### src/rtl/hack_loader_pkg.sv
// Shared definitions for the Hack ROM loader.
//   loader_state_t : loader FSM state encoding
//   ROM_ADDR_W / ROM_DATA_W / ROM_DEPTH : ROM32K write-port geometry
package hack_loader_pkg;

  localparam int ROM_ADDR_W = 15;
  localparam int ROM_DATA_W = 16;
  localparam int ROM_DEPTH  = 32768;

  typedef enum logic [3:0] {
    ST_IDLE,
    ST_LEN_HI,
    ST_LEN_LO,
    ST_DATA_HI,
    ST_DATA_LO,
    ST_CSUM_HI,
    ST_CSUM_LO,
    ST_DONE,
    ST_ERROR
  } loader_state_t;

  // States in which the loader consumes bytes from the host link.
  function automatic logic is_rx_state(input loader_state_t s);
    return (s == ST_LEN_HI)  || (s == ST_LEN_LO)  ||
           (s == ST_DATA_HI) || (s == ST_DATA_LO) ||
           (s == ST_CSUM_HI) || (s == ST_CSUM_LO);
  endfunction

endpackage

### src/rtl/hack_loader_csum.sv
// Image checksum accumulator: 16-bit sum of data words, modulo 2^16.
//   clock, reset_n : system clock, async active-low reset
//   clear_i        : restart the sum at zero (takes priority over add_en_i)
//   add_en_i       : add word_i into the sum this cycle
//   word_i         : data word
//   sum_o          : running sum
module hack_loader_csum
  import hack_loader_pkg::*;
(
  input  logic                  clock,
  input  logic                  reset_n,
  input  logic                  clear_i,
  input  logic                  add_en_i,
  input  logic [ROM_DATA_W-1:0] word_i,
  output logic [ROM_DATA_W-1:0] sum_o
);

  logic [ROM_DATA_W-1:0] sum_q, sum_d;

  always_comb begin
    sum_d = sum_q;
    if (clear_i)       sum_d = '0;
    else if (add_en_i) sum_d = sum_q + word_i;
  end

  always_ff @(posedge clock or negedge reset_n) begin
    if (!reset_n) sum_q <= '0;
    else          sum_q <= sum_d;
  end

  assign sum_o = sum_q;

endmodule

### src/rtl/hack_rom_loader.sv
// Hack ROM loader: receives a big-endian program image (LEN, N data words,
// optional checksum) over a byte stream, writes it into the ROM32K write
// port and holds the CPU in reset until the image is complete and valid.
// Optional feature macro: HACK_ROM_LOADER_CHECKSUM_EN (trailing checksum).
//   clock, reset_n       : system clock, async active-low reset
//   start                : abort any load and begin a new one
//   rx_data/valid/ready  : byte stream handshake
//   mem_we/addr/wdata    : ROM write port
//   cpu_hold             : CPU reset hold
//   done / error         : sticky load status
//
// state    | meaning
// IDLE     | finished, waiting for start
// LEN_HI   | waiting for word-count high byte (no timeout)
// LEN_LO   | waiting for word-count low byte
// DATA_HI  | waiting for data word high byte
// DATA_LO  | waiting for data word low byte, then write
// CSUM_HI  | waiting for checksum high byte
// CSUM_LO  | waiting for checksum low byte, then compare
// DONE     | image loaded, CPU released
// ERROR    | load failed, CPU held
module hack_rom_loader
  import hack_loader_pkg::*;
#(
  parameter int unsigned TIMEOUT_CYCLES = 65535,
  parameter int unsigned MAX_WORDS      = ROM_DEPTH
) (
  input  logic                  clock,
  input  logic                  reset_n,
  input  logic                  start,
  input  logic [7:0]            rx_data,
  input  logic                  rx_valid,
  output logic                  rx_ready,
  output logic                  mem_we,
  output logic [ROM_ADDR_W-1:0] mem_addr,
  output logic [ROM_DATA_W-1:0] mem_wdata,
  output logic                  cpu_hold,
  output logic                  done,
  output logic                  error
);

  localparam bit TMO_EN = (TIMEOUT_CYCLES != 0);
  // Down-counter reload: reaching zero with one more idle cycle means
  // TIMEOUT_CYCLES consecutive idle cycles have elapsed.
  localparam logic [31:0] TMO_LOAD = TMO_EN ? 32'(TIMEOUT_CYCLES - 1) : 32'd0;
`ifdef HACK_ROM_LOADER_CHECKSUM_EN
  localparam bit CSUM_EN = 1'b1;
`else
  localparam bit CSUM_EN = 1'b0;
`endif

  loader_state_t         state_q, state_d;
  logic [7:0]            hi_q, hi_d;
  logic [15:0]           len_q, len_d;
  logic [15:0]           idx_q, idx_d;
  logic [31:0]           tmo_q, tmo_d;
  logic                  mem_we_q, mem_we_d;
  logic [ROM_ADDR_W-1:0] mem_addr_q, mem_addr_d;
  logic [ROM_DATA_W-1:0] mem_wdata_q, mem_wdata_d;
  logic                  hold_q, hold_d;
  logic                  done_q, done_d;
  logic                  error_q, error_d;
  logic                  go_done, go_error;

  logic                  hs;
  logic [15:0]           word_w;

  assign rx_ready = is_rx_state(state_q);
  assign hs       = rx_valid && rx_ready;
  assign word_w   = {hi_q, rx_data};

`ifdef HACK_ROM_LOADER_CHECKSUM_EN
  logic [ROM_DATA_W-1:0] csum_sum;

  hack_loader_csum u_csum (
    .clock    (clock),
    .reset_n  (reset_n),
    .clear_i  (start),
    .add_en_i (hs && !start && (state_q == ST_DATA_LO)),
    .word_i   (word_w),
    .sum_o    (csum_sum)
  );
`endif

  always_comb begin
    state_d     = state_q;
    hi_d        = hi_q;
    len_d       = len_q;
    idx_d       = idx_q;
    tmo_d       = tmo_q;
    mem_we_d    = 1'b0;
    mem_addr_d  = mem_addr_q;
    mem_wdata_d = mem_wdata_q;
    hold_d      = hold_q;
    done_d      = done_q;
    error_d     = error_q;
    go_done     = 1'b0;
    go_error    = 1'b0;

    if (start) begin
      // Any byte handshaking this cycle is dropped.
      state_d = ST_LEN_HI;
      idx_d   = '0;
      tmo_d   = TMO_LOAD;
      hold_d  = 1'b1;
      done_d  = 1'b0;
      error_d = 1'b0;
    end else begin
      if (hs) begin
        tmo_d = TMO_LOAD;
      end else if (TMO_EN && rx_ready && (state_q != ST_LEN_HI)) begin
        if (tmo_q == '0) go_error = 1'b1;
        else             tmo_d = tmo_q - 32'd1;
      end

      unique case (state_q)
        ST_LEN_HI: if (hs) begin
          hi_d    = rx_data;
          state_d = ST_LEN_LO;
        end
        ST_LEN_LO: if (hs) begin
          len_d = word_w;
          if ({16'd0, word_w} > MAX_WORDS) go_error = 1'b1;
          else if (word_w == '0) begin
            if (CSUM_EN) state_d = ST_CSUM_HI;
            else         go_done = 1'b1;
          end else state_d = ST_DATA_HI;
        end
        ST_DATA_HI: if (hs) begin
          hi_d    = rx_data;
          state_d = ST_DATA_LO;
        end
        ST_DATA_LO: if (hs) begin
          mem_we_d    = 1'b1;
          mem_addr_d  = idx_q[ROM_ADDR_W-1:0];
          mem_wdata_d = word_w;
          idx_d       = idx_q + 16'd1;
          if (idx_q == len_q - 16'd1) begin
            if (CSUM_EN) state_d = ST_CSUM_HI;
            else         go_done = 1'b1;
          end else state_d = ST_DATA_HI;
        end
`ifdef HACK_ROM_LOADER_CHECKSUM_EN
        ST_CSUM_HI: if (hs) begin
          hi_d    = rx_data;
          state_d = ST_CSUM_LO;
        end
        ST_CSUM_LO: if (hs) begin
          if (word_w == csum_sum) go_done  = 1'b1;
          else                    go_error = 1'b1;
        end
`endif
        ST_DONE, ST_ERROR: state_d = ST_IDLE;
        default: ;
      endcase

      if (go_error) begin
        state_d = ST_ERROR;
        error_d = 1'b1;
        hold_d  = 1'b1;
      end else if (go_done) begin
        state_d = ST_DONE;
        done_d  = 1'b1;
        hold_d  = 1'b0;
      end
    end
  end

  always_ff @(posedge clock or negedge reset_n) begin
    if (!reset_n) begin
      state_q     <= ST_LEN_HI;
      hi_q        <= '0;
      len_q       <= '0;
      idx_q       <= '0;
      tmo_q       <= TMO_LOAD;
      mem_we_q    <= 1'b0;
      mem_addr_q  <= '0;
      mem_wdata_q <= '0;
      hold_q      <= 1'b1;
      done_q      <= 1'b0;
      error_q     <= 1'b0;
    end else begin
      state_q     <= state_d;
      hi_q        <= hi_d;
      len_q       <= len_d;
      idx_q       <= idx_d;
      tmo_q       <= tmo_d;
      mem_we_q    <= mem_we_d;
      mem_addr_q  <= mem_addr_d;
      mem_wdata_q <= mem_wdata_d;
      hold_q      <= hold_d;
      done_q      <= done_d;
      error_q     <= error_d;
    end
  end

  assign mem_we    = mem_we_q;
  assign mem_addr  = mem_addr_q;
  assign mem_wdata = mem_wdata_q;
  assign cpu_hold  = hold_q;
  assign done      = done_q;
  assign error     = error_q;

endmodule

### config.mk
export PLATFORM = sky130hd
export DESIGN_NAME = hack_rom_loader
export DESIGN_NICKNAME = d
export VERILOG_FILES = /design/src/rtl/hack_loader_pkg.sv /design/src/rtl/hack_loader_csum.sv /design/src/rtl/hack_rom_loader.sv
export SDC_FILE = /design/constraint.sdc
export NUM_CORES = 1
export LEC_CHECK = 0
export ABC_AREA = 1
export CAP_MARGIN = 20
export CORE_AREA = 2 2 112 114
export DETAILED_ROUTE_END_ITERATION = 7
export DIE_AREA = 0 0 114 116
export HOLD_SLACK_MARGIN = 0.02
export PLACE_DENSITY_LB_ADDON = 0.05
export RECOVER_POWER = 100
export REMOVE_ABC_BUFFERS = 1
export SLEW_MARGIN = 10
export SYNTH_ARGS = -nofsm -noshare
export SYNTH_HDL_FRONTEND = slang
export SYNTH_SLANG_ARGS = --single-unit
### constraint.sdc
create_clock -name clock -period 2.07 [get_ports clock]
set_clock_uncertainty 0.1 [all_clocks]
set_input_delay 0.414 -clock clock [delete_from_list [all_inputs] [get_ports clock]]
set_output_delay 0.414 -clock clock [all_outputs]
set_load 0.02 [all_outputs]
==> summary by stage, run 1 <==
Timing
Setup repair after global routing could not meet its margin everywhere. The headroom to the max-slew limit is 15.3%. The post-route fraction of the period consumed by the critical path is 108%. The number of hold violations in the final report came to 0.

On the final layout, the worst hold slack is 0.363 ns. Setup slack on the critical path of the routed design comes to -0.171 ns. Static timing analysis puts the maximum clock frequency at 0.446 GHz. Summed over all failing endpoints, the final setup total negative slack is -1.52 ns.

Setup violations remaining at the end of the flow were counted as 22. For the pin with the worst max-slew slack, the measured transition is 1.27 ns. The total count of max-transition violations in the final report was 0.

After layout, the minimum clock period comes to 2.24 ns.

Worst setup path
In this design, the stage delay of the slowest critical-path cell is 0.45 ns. The critical path launch point type is a flop. The critical path's most frequent cell is nand2_1.

The critical path goes through inv_1, nand3_4, nor2_4, nand2_1, nand2_1, nand2_1, nor3_4, nand3_2, nand2_2, nand2_2, nand2_4, nand2_4, nand2_1, nand2_1. The critical path in this run is classified as reg2reg. The worst path required time is 2.22 ns.

The cell at the slowest stage of the critical path is dfrtp_1. Of all nets on the critical path, the largest fanout is 8. The kind of end point of the critical path is a flop. At the worst endpoint, the arrival time is 2.39 ns.

Detailed routing
In the routed design, unresolved DRC markers number 0. The routed layout has 5677 vias. The detailed-routing iteration count for the pre-antenna-repair pass is 5. After the first detailed-routing iteration, the DRC count stood at 467. The final wirelength is 15.5 mm. After detailed routing, the average wire length per cell comes to 14.4 um.

The remaining number of nets flagged by the antenna check after routing is 0. The per-cell via count in the routed design is 5.26.

Clock tree
The number of H-tree levels is 3. The TritonCTS clock tree is done. The cell sitting at the root of the clock tree is a clkbuf_16. Clock tree synthesis inserted a total of 9 buffers. The clock net in this run drives a total of 111 sinks. The clock passes through at most 2 buffers.

The register clock-pin slew on the reported worst setup and hold paths is 0.07 ns. The insertion delay of the later-clocked pin in the worst-skew pair is 0.36 ns.

Cells and area
Of the cells placed in the final design, the portion with a size suffix greater than 1 is 24.7%. In the final design database the tool counted 942 nets. The area growth from synthesis to layout is 28.0%. The number of diodes added for antenna fixing is 0. The number of inserted filler cells in the final layout is 1015.

Synth
The synthesized flop and latch total is 111. Sequential cells were found to cover 44.9% of the synthesized design area. Counting flops with an async set or reset pin after synthesis yields a share of 100%.

Yosys printed 0 warnings. The top cell type by total area after synthesis is dfrtp_1. After synthesis, the cell types taking the most area are dfrtp_1, nand2_1, dfstp_2. Synthesis instantiated 46 different standard cells from the library. By count the netlist is led by nand2_1, dfrtp_1, inv_1, nor2_1, o21ai_0. The number of synthesized flops with an enable pin is 0. The netlist area before placement is 6230 sq um.

Among all flip-flop cells after synthesis, the most frequent one is dfrtp_1. The share of the synthesized area in the top cell type is 37.8%. In this run the mean area of a mapped cell was 7.83 sq um. The number of instances in the synthesized netlist is 795.

The most common cell in the synthesized netlist is nand2_1.

Power and ir drop
For this design the ratio of total power to cell area is 1100 nW/um^2. After layout, the design draws a total of 0.00876 W. Of the total power, combinational logic draws 47.2%. The worst-case IR drop observed on VDD is 0.874 mV. In this run, the clock network consumes 19.5% of the power. Cell internal power was estimated by the tool at 0.00518 W. Net switching is 40.8% of the power. Of the total power, registers draw 33.2%.

The net switching component of the power is 0.00358 W. For this design the static power due to leakage is 3.88 nW.

GRT
The initial antenna violation count was 0. The first global-routing pass estimated 25.2 mm of wire. Entering global routing, the biggest net connects 63 pins. Global routing finished with a remaining overflow of 0. The via count of the first global-routing pass is 5328. The total routing usage reported by global routing is 23.9%.

Outcome
The checks that failed: negative setup slack. The run finished, with violations left.

Place
The global placement routability congestion is 0.889. Timing analysis after detailed placement gives a worst setup slack of -0.296 ns. Detailed placement finished with a half-perimeter wire length of 10.9 mm. The total of buffers placed on input and output ports is 47.

Floorplanning
The initialized floorplan defines 40 standard-cell rows. The die is 116 um tall. The die covers 13200 sq um. The initial cell density of the core is 52.3%. In this run the horizontal extent of the chip is 114 um. The core outline area is 11900 sq um. The number of top-level design ports is 48.

Worst hold path
The path class of the lowest-slack min-delay path is reg2reg.

Run
The tool flagged a number of max-cap violations equal to 0.
cells by family (layout without fill, tap and decap cells):
logic type	count (synthesis)	after routing	synth area share (%)
buffers and inverters	121	258	8.08
XOR/XNOR	25	25	3.52
adder cells (fa/ha/maj)	3	3	0.603
AO/OA/AOI/OAI	131	131	11.5
flip-flops	111	111	44.9
AND/OR/NAND/NOR	404	404	31.4
power by group through the flow:
stage	combinational (W)	clock (W)	sequential, W
global route	0.00460	0.00183	0.00296
floorplan	0.00206	0	0.00305
global placement	0.00362	0	0.00292
finish	0.00414	0.00171	0.00291
detailed placement	0.00370	0	0.00293
CTS	0.00381	0.00176	0.00290
worst max-delay path, delay by kind of cell, from the launching register on:
kind | cells | cell delay [ns]
AND/OR/NAND/NOR | 13 | 1.47
flip-flops | 1 | 0.45
buffers and inverters | 1 | 0.12
final cells by class:
class | count | area (sq um) | share of cell area (%)
Tap cell | 147 | 184 | 2.31
Timing Repair Buffer | 140 | 1190 | 15.0
Inverter | 102 | 395 | 4.96
Clock buffer | 9 | 225 | 2.82
Clock inverter | 7 | 61.3 | 0.769
Multi-Input combinational cell | 563 | 3110 | 39.1
Sequential cell | 111 | 2800 | 35.1
routing by layer:
metal | vias to the layer above | GRT usage, % | routed length (um)
li1 | 2838 | - | -
met1 | 2695 | 33.6 | 7470
met2 | 125 | 38.1 | 7190
met3 | 19 | 5.54 | 640
met4 | 0 | 5.37 | 204
met5 | - | 0 | 0
flip-flops by register name, summed over array words and instances (netlist names), 4 cells and up:
name,flops
len_q,16
tmo_q,32
idx_q,16
hi_q,8
mem_addr,15
state_q,4
mem_wdata,16
metrics by stage:
step / instance area, sq um / util, % / cells
floorplan: 6120 / - / 776
global placement: 7400 / 62.1 / 1046
detailed placement: 7400 / 62.1 / 1046
CTS: 7750 / 65.1 / 1065
global route: 7970 / 66.9 / 1079
finish: 7970 / 66.9 / 1079
cell usage in the layout, fill, tap and decap left out, drive strengths merged:
| master | Yosys | final |
|---|---|---|
| nand2 | 219 | 219 |
| inv | 102 | 107 |
| nor2 | 103 | 103 |
| o21ai | 95 | 95 |
| dfrtp | 94 | 94 |
| buf | 5 | 84 |
| nand3 | 38 | 38 |
| dlygate4sd3 | 0 | 35 |
| a21oi | 20 | 20 |
| clkbuf | 14 | 19 |
| xor2 | 18 | 18 |
| dfstp | 17 | 17 |
| nand4 | 16 | 16 |
| nor3 | 16 | 16 |
| clkdlybuf4s50 | 0 | 11 |
| xnor2 | 7 | 7 |
| o211ai | 5 | 5 |
| nand3b | 5 | 5 |
| nor4 | 5 | 5 |
| o22ai | 4 | 4 |
| o41ai | 3 | 3 |
| ha | 3 | 3 |
| clkinv | 0 | 2 |
| o31ai | 1 | 1 |
| a31oi | 1 | 1 |
| and2 | 1 | 1 |
| nor3b | 1 | 1 |
| o21a | 1 | 1 |
| a22o | 1 | 1 |
what timing repair did:
item                                   CTS  global route
pin swaps                               17            25
gates cloned                             0             1
buffers inserted                         2            14
setup endpoints to repair               11            40
hold buffers                             1             0
gates resized for setup                 17            59
endpoints found under the hold margin   94             0
path summary, 6_finish.rpt:
kind | from | to | slack [ns] | depth (start not counted)
min | mem_addr[10]$_DFFE_PN0P_ | mem_addr[10]$_DFFE_PN0P_ | 0.36 | 2
max in group asynchronous | reset_n | idx_q[1]$_DFFE_PN0P_ | 0.15 | 3
max | len_q[2]$_DFFE_PN0P_ | state_q[2]$_DFFE_PN0P_ | -0.17 | 14
min reg2reg | mem_addr[10]$_DFFE_PN0P_ | mem_addr[10]$_DFFE_PN0P_ | 0.36 | 2
max reg2reg | len_q[2]$_DFFE_PN0P_ | state_q[2]$_DFFE_PN0P_ | -0.17 | 14
min in group asynchronous | reset_n | mem_we$_DFF_PN0_ | 0.72 | 3
No activity file was read; power rests on OpenSTA's default activity.
==> run 2: changes to the inputs <==
SYNTH_HIERARCHICAL = 1   (was default)
==> results of run 2 <==
No change in the layout: final DEF, timing and power equal those of run 1.
Main changes from that run: Yosys warning count 0 -> 6
